### config.mk
export PLATFORM = sky130hd
export DESIGN_NAME = fir_avg_decim_sink
export DESIGN_NICKNAME = d
export VERILOG_FILES = /design/src/rtl/fir_avg_decim_sink.sv
export SDC_FILE = /design/constraint.sdc
export NUM_CORES = 1
export LEC_CHECK = 0
export BUFFER_PORTS_ARGS = -buffer_cell sky130_fd_sc_hd__buf_2
export CAP_MARGIN = 5
export CORE_ASPECT_RATIO = 0.6
export CORE_MARGIN = 2
export CORE_UTILIZATION = 54
export DETAILED_ROUTE_END_ITERATION = 10
export HOLD_SLACK_MARGIN = 0.03
export PLACE_DENSITY = 0.76
export SYNTH_ARGS = -nofsm -noshare
export SYNTH_HDL_FRONTEND = slang
export SYNTH_SLANG_ARGS = --single-unit
### constraint.sdc
create_clock -name clk -period 2.9 [get_ports clk]
set_input_delay 0 -clock clk [delete_from_list [all_inputs] [get_ports clk]]
set_output_delay 0 -clock clk [all_outputs]
set_load 0.02 [all_outputs]
### src/rtl/fir_avg_decim_sink.sv
// fir_avg_decim_sink
//   Receiving end of the 4-tap average filter. Keeps 1 of every DECIM valid
//   input samples, saturates each kept sample to OUT_W signed bits and
//   buffers it in a first-word-fall-through FIFO that drains to the
//   downstream consumer.
//
// Ports
//   clk       in   rising-edge clock
//   rst       in   synchronous active-high reset
//   din       in   IN_W signed filter sample
//   din_vld   in   din valid this cycle (no backpressure to the filter)
//   dout      out  OUT_W signed head-of-FIFO sample (holds last value when empty)
//   dout_vld  out  FIFO non-empty
//   dout_rdy  in   consumer accepts dout this cycle
//   level     out  FIFO occupancy, 0..DEPTH
//   sat_cnt   out  16-bit saturating count of saturated kept samples
//                  (present only when FIR_DECIM_SAT_CNT_EN is defined)
//   ovf       out  sticky: a kept sample was dropped because the FIFO was full
//
// Optional feature macro: FIR_DECIM_SAT_CNT_EN adds the sat_cnt port/counter.
//
// Handshake: a sample transfers on every rising edge where dout_vld and
// dout_rdy are both high. dout_vld never waits on dout_rdy, and dout_rdy is
// ignored while dout_vld is low.

module fir_avg_decim_sink #(
    parameter int DECIM = 4,
    parameter int IN_W  = 24,
    parameter int OUT_W = 16,
    parameter int DEPTH = 8
) (
    input  logic                     clk,
    input  logic                     rst,
    input  logic [IN_W-1:0]          din,
    input  logic                     din_vld,
    output logic [OUT_W-1:0]         dout,
    output logic                     dout_vld,
    input  logic                     dout_rdy,
    output logic [$clog2(DEPTH):0]   level,
`ifdef FIR_DECIM_SAT_CNT_EN
    output logic [15:0]              sat_cnt,
`endif
    output logic                     ovf
);

    localparam int PTR_W = $clog2(DEPTH);
    localparam int LVL_W = PTR_W + 1;
    localparam int PH_W  = (DECIM > 1) ? $clog2(DECIM) : 1;

    logic [PH_W-1:0]  phase;
    logic [PTR_W-1:0] wr_ptr;
    logic [PTR_W-1:0] rd_ptr;
    logic [OUT_W-1:0] mem [DEPTH];

    // In range when all bits from the sign bit down to bit OUT_W-1 agree.
    logic             in_range;
    logic             saturated;
    logic [OUT_W-1:0] sat_din;

    assign in_range = (din[IN_W-1:OUT_W-1] == {(IN_W-OUT_W+1){din[IN_W-1]}});

    always_comb begin
        sat_din   = din[OUT_W-1:0];
        saturated = 1'b0;
        if (!in_range) begin
            saturated = 1'b1;
            sat_din   = din[IN_W-1] ? {1'b1, {(OUT_W-1){1'b0}}}
                                    : {1'b0, {(OUT_W-1){1'b1}}};
        end
    end

    logic             kept;
    logic             full;
    logic             pop;
    logic             push;
    logic [LVL_W-1:0] level_after_pop;
    logic [LVL_W-1:0] level_next;
    logic [PTR_W-1:0] rd_next;

    assign kept            = din_vld && (phase == '0);
    assign full            = (level == LVL_W'(DEPTH));
    assign pop             = dout_vld && dout_rdy;
    // A pop in the same cycle frees the slot a push into a full FIFO needs.
    assign push            = kept && (!full || pop);
    assign level_after_pop = level - LVL_W'(pop);
    assign level_next      = level_after_pop + LVL_W'(push);
    assign rd_next         = rd_ptr + PTR_W'(pop);

    // Storage carries no reset; validity is tracked by level alone.
    always_ff @(posedge clk) begin
        if (push) begin
            mem[wr_ptr] <= sat_din;
        end
    end

    always_ff @(posedge clk) begin
        if (rst) begin
            phase    <= '0;
            wr_ptr   <= '0;
            rd_ptr   <= '0;
            level    <= '0;
            dout     <= '0;
            dout_vld <= 1'b0;
            ovf      <= 1'b0;
        end else begin
            if (din_vld) begin
                phase <= (phase == PH_W'(DECIM - 1)) ? '0 : phase + PH_W'(1);
            end
            if (push) begin
                wr_ptr <= wr_ptr + PTR_W'(1);
            end
            rd_ptr   <= rd_next;
            level    <= level_next;
            dout_vld <= (level_next != '0);
            // Registered FWFT head: if nothing stays behind after the pop, the
            // new head (if any) is the sample being pushed right now;
            // otherwise it is the stored entry at the advanced read pointer.
            // With nothing left and nothing pushed, dout keeps its last value.
            if (level_after_pop == '0) begin
                if (push) begin
                    dout <= sat_din;
                end
            end else begin
                dout <= mem[rd_next];
            end
            if (kept && !push) begin
                ovf <= 1'b1;
            end
        end
    end

`ifdef FIR_DECIM_SAT_CNT_EN
    // Counts saturated kept samples whether or not the FIFO accepted them.
    always_ff @(posedge clk) begin
        if (rst) begin
            sat_cnt <= '0;
        end else if (kept && saturated && (sat_cnt != 16'hFFFF)) begin
            sat_cnt <= sat_cnt + 16'd1;
        end
    end
`endif

endmodule

# Word-level counts from Yosys, hierarchy flattened
# Memory sizes are Yosys's and may differ from the RTL's.
# Index checks and enable logic that the tools add are counted.
[word_totals] ram_bits=128 memories=1 wordCells=34 out_inout_bits=22 regBits=30
[mem_list] name="mem" depth=8 width=16 read_ports=1 rd_clocked_by_memory_dff=0 write_ports=1 line="53" rtl="logic [OUT_W-1:0] mem [DEPTH];"
[op_classes] n_addsub=5 mux=7 n_reduce_logical=10 eq_ne=4
[op_table] op="16-bit two-way mux" n=4
[op_table] op="8-bit == test" n=1
[op_table] op="4-bit by 1-bit adder with 4-bit output" n=1
[op_table] op="4-bit == test, second input constant" n=1
[op_table] op="1-bit logical AND" n=4
[op_table] op="4-bit logical NOT" n=1
[op_table] op="4-bit nonzero test" n=1
[op_table] op="4-bit by 1-bit subtractor with 4-bit output" n=1
[op_table] op="3-bit by 1-bit adder with 3-bit output" n=1
[op_table] op="3-bit by 1-bit adder with 3-bit output, second input constant" n=1
[op_table] op="2-bit by 1-bit adder with 2-bit output, second input constant" n=1
[op_table] op="2-bit == test, second input constant" n=1
[op_table] op="1-bit logical NOT" n=2
[op_table] op="2-bit logical NOT" n=1
[op_table] op="1-bit two-way mux" n=2
[op_table] op="2-bit two-way mux" n=1
[op_table] op="2-bit inequality test, second input constant" n=1
[op_table] op="1-bit logical OR" n=1

# Longest topological paths before layout
[logic_depth] depth_word=6 depth_mapped=11 mapped_depth_nobuf=9

# Least setup slack after synthesis
# OpenSTA, ideal clock, no wires.
[synth_path] path_kind="register to register" startpoint="register level[2]" endpoint="memory mem[0][0] (enable)" setup_time_ns=0.436 synth_period_minus_slack_ns=3.247 t_required_ns=2.464 arrival_time_ns=2.810 stages_incl_launch_ff=5 n_path_buf=1 setup_slack_ns=-0.347 path_cell_list="dfxtp_1 nor4b_2 a21oi_2 buf_2 nor4b_1"
[synth_between] elab_chain_len=6
[synth_lines] item="from (decl)" line="39" rtl="output logic [$clog2(DEPTH):0] level,"
[synth_lines] item="from (signal assigned)" line="113" rtl="level <= level_next;"
[synth_lines] item="4-bit == test" line="81" rtl="assign full = (level == LVL_W'(DEPTH));"
[synth_lines] item="1-bit logical NOT" line="84" rtl="assign push = kept && (!full || pop);"
[synth_lines] item="1-bit logical OR" line="84"
[synth_lines] item="1-bit logical AND" line="84"
[synth_lines] item="via push" line="75" rtl="logic push;"
[synth_lines] item="1-bit two-way mux" line="91" rtl="if (push) begin"
[synth_lines] item="1-bit two-way mux (implied by the code)" line="92" rtl="mem[wr_ptr] <= sat_din;"
[synth_lines] item="to (decl)" line="53"
# The timed path passes the listed nets, and every way through them passes these cells.

# Final worst setup path
[layout_path] startpoint="register dout_vld" endpoint="register dout[10]"
[layout_between] elab_chain_len=4
[layout_lines] item="from (decl)" line="37" rtl="output logic dout_vld,"
[layout_lines] item="from (signal assigned)" line="114" rtl="dout_vld <= (level_next != '0);"
[layout_lines] item="1-bit logical AND *" line="82" rtl="assign pop = dout_vld && dout_rdy;"
[layout_lines] item="3-bit by 1-bit adder with 3-bit output (tied with other cells)" line="87" rtl="assign rd_next = rd_ptr + PTR_W'(pop);"
[layout_lines] item="memory 8 x 16 bit (tied with other cells)"
[layout_lines] item="16-bit two-way mux or 2-bit inequality test (tied branches)"
[layout_lines] item="to (signal assigned)" line="121" rtl="dout <= sat_din;"
[layout_lines] item="to (signal assigned)" line="124" rtl="dout <= mem[rd_next];"
[layout_lines] item="to (decl)" line="36" rtl="output logic [OUT_W-1:0] dout,"
# Every way passes the cells marked *; elsewhere a longest branch is shown, timed or not.
# A chain may end at the register's enable or synchronous reset.

==> impl_results.md <==
- Die ar.: 13400 µm²
- Synth warn: 0
- Ys flop type: edfxtp_1
- Overall fraction of global-route tracks in use: 0.223
- Fin crit period: 2570 ps
- Core Area: 12100 µm²
- Worst flop-to-flop path endpoint: dout[10]
- Synth unique cells: 46
- Setup TNS: 0 ps
- Number of synthesized flops with an enable pin: 128
- CP max FO: 7
- Crit end category: register
- DR top layer: met4
- Slew margin rel.: 0.476
- Hold EP: dout[3]
- Final nets: 541
- Placed instance area: 7220 µm²
- Hold Path Depth: 4
- Vias per cell: 5.89
- GPL Wtd Cong: 0.812
- DRT met1 WL: 6450 µm
- Commonest non-fill, non-tap cell in the layout: edfxtp_1
- CTS clk-pin slew, worst paths: 60 ps
- Worst Clk Skew: 7.17 ps
- Total power: 0.00674 W
- Met3 Wirelength: 899 µm
- Number of global-route vias before repair: 4045
- CP required: 3260 ps
- Site row count: 31
- Worst r2r src: dout_vld
- Antenna violation net count after detailed routing: 0
- Compound-Gate Fraction of Synth Area: 0.123
- CP cell instances: nand2_1, inv_1, ha_1, ha_2, xnor2_2, or2_1, buf_4, o22ai_1, a2111oi_2, a211o_1
- Layout cell share with drive strength beyond 1: 0.320
- Main combinational cell family by area after synthesis: compound AO/OA/AOI/OAI gates
- Fin. max-slew vios: 0
- I/O pin cnt: 50
- Reg-to-reg slack, setup: 330 ps
- Adder-cell share of the synthesized area: 0.0167
- Detailed Route WL: 14200 µm
- Max Freq: 0.389 GHz
- Met2 wire len: 6630 µm
- Synth Area in Simple Gates: 0.0767
- Final setup viols: 0
- Die X: 148 µm
- Crit path max-delay family: compound AO/OA/AOI/OAI gates
- PwrDens: 859 nW/µm²
- Ys async rst share: 0
- Seq cells post-synth: 158
- Maxcap violations: 0
- Final Hold Fails: 0
- Hold WC Path Type: in -> reg
- CP max stage cell: or2_1
- Area grow syn2layout: 16.4%
- Cells after synthesis: 448
- Die height: 90.5 µm
- DRT iter0 DRCs: 346
- Most frequent cells in the layout: 128 x edfxtp_1, 49 x buf_2, 30 x a211oi_1, 30 x mux2_2, 30 x dfxtp_1
- Buf/Inv on CP: 2
- Startpoint types: register
- Detailed-route via count: 4012
- Clock Path Buffers: 2
- Max incr delay on CP: 430 ps
- RSZ-0062 raised after global routing: false
- Latest clock arrival within the worst-skew pair: 420 ps
- Final Instance Area: 7850 µm²
- Mean Syn Cell Area: 15.0 µm²
- Worst-Margin Slew: 783 ps
- Global-route wire length before repair: 22200 µm
- Non-Filler Instances: 681
- Routed WL per cell: 20.9 µm
- Outcome: finished, final reports clean
- HPWL Detailed: 8830 µm
- Total congestion overflow: 0
- Hold_sp: din[3]
- Reg2Reg Depth: 10
- Syn_nets: 485
- Netlist Area Pre-Place: 6740 µm²
- Clk root buf: clkbuf_16
- Placed insts: 646
- Sequential area share after synthesis: 0.659
- # diodes: 0
- H-tree depth: 4
- Postcts setup bufs: 0
- DRT Pass-1 Iters: 5
- Arr. time, crit path: 2930 ps
- Initial core utilization: 0.557
- WS Path Type: reg -> reg
- Initial antenna violation count: 0
- XOR/XNOR Fraction of Synth Area: 0.0113
- Worst vdd ir: 0.464 mV
- # DRC: 0
- CTS tree: yes
- Leakage power: 2.75 nW
- Mux contribution to synthesized area: 0.0850
- Clock Sinks: 158
- # port buffers: 49
- Maximum number of pins on one net before global-route repair: 45
- Final period util: 0.887
- Num CTS Buffers: 17
- Worst hold slack: 77.6 ps
## layout make-up
| type | count | area (µm²) |
|---|---|---|
| Tap cell | 165 | 206 |
| Clock inverter | 14 | 158 |
| Fill cell | 868 | 4260 |
| Sequential cell | 158 | 4440 |
| Clock buffer | 17 | 425 |
| Multi-Input combinational cell | 253 | 2170 |
| Inverter | 7 | 26.3 |
| Timing Repair Buffer | 67 | 415 |
## flip-flops by register name, indices dropped and copies added, names as in the netlist
signal,count
dout_vld,1
phase,2
dout,16
mem,128
rd_ptr,3
level,4
wr_ptr,3
ovf,1
## report_power, final
part | switching, W | leakage (nW) | internal (W)
combinational | 0.00103 | 1.08 | 0.000712
sequential | 0.000125 | 1.41 | 0.00267
clock | 0.000921 | 0.265 | 0.00128
total | 0.00207 | 2.75 | 0.00466
## logic make-up (layout without fill, tap and decap cells)
kind of cell | Yosys count | count (layout)
compound gates | 95 | 95
xor+xnor | 7 | 7
fa+ha+maj | 9 | 9
buf+inv | 37 | 105
flops | 158 | 158
mux | 51 | 51
simple gates | 91 | 91
## Yosys cell counts (13+ instances only)
master / instances / area (µm²)
buf_2: 13 / 65.1
nor2b_1: 19 / 119
a211o_1: 15 / 131
dfxtp_1: 30 / 601
a21oi_1: 16 / 80.1
mux2i_1: 19 / 190
edfxtp_1: 128 / 3840
mux2_2: 30 / 338
nor2_1: 26 / 97.6
a211oi_1: 30 / 225
nand3_1: 16 / 80.1
## per-stage QoR
stage / setup slack (ps) / util
after global routing: 217 / 0.648
after CTS: 175 / 0.648
after floorplan: 58.0 / -
after detailed placement: 223 / 0.596
after global placement: 353 / 0.596
final: 329 / 0.648
## tightest hold or removal path, stage by stage
cell and delay [ps]:
buf_2 90, nor2_1 50, a211oi_1 210, a211o_1 120
## layer usage
layer  GRT usage  vias to the layer above
met5           0                        -
met1       0.317                     1971
met2       0.340                      137
li1            -                     1880
met3      0.0540                       24
met4      0.0778                        0
## worst max-delay path by stage
stage	startpoint	to	slack [ps]	depth (start not counted)
global route	dout_vld	dout[7]	220	9
detailed placement	dout_vld	dout[9]	220	9
global placement	dout_vld	dout[3]	350	9
CTS	dout_vld	dout[7]	180	9
finish	dout_vld	dout[10]	330	10
floorplan	level[2]	mem[6][0]	60	5
## what timing repair did
action,4_1_cts,5_1_grt
hold buffers,4,0
setup endpoints to repair,0,14
resized for setup,0,1
hold endpoints to repair,14,0
(Power assumes the default switching activity.)
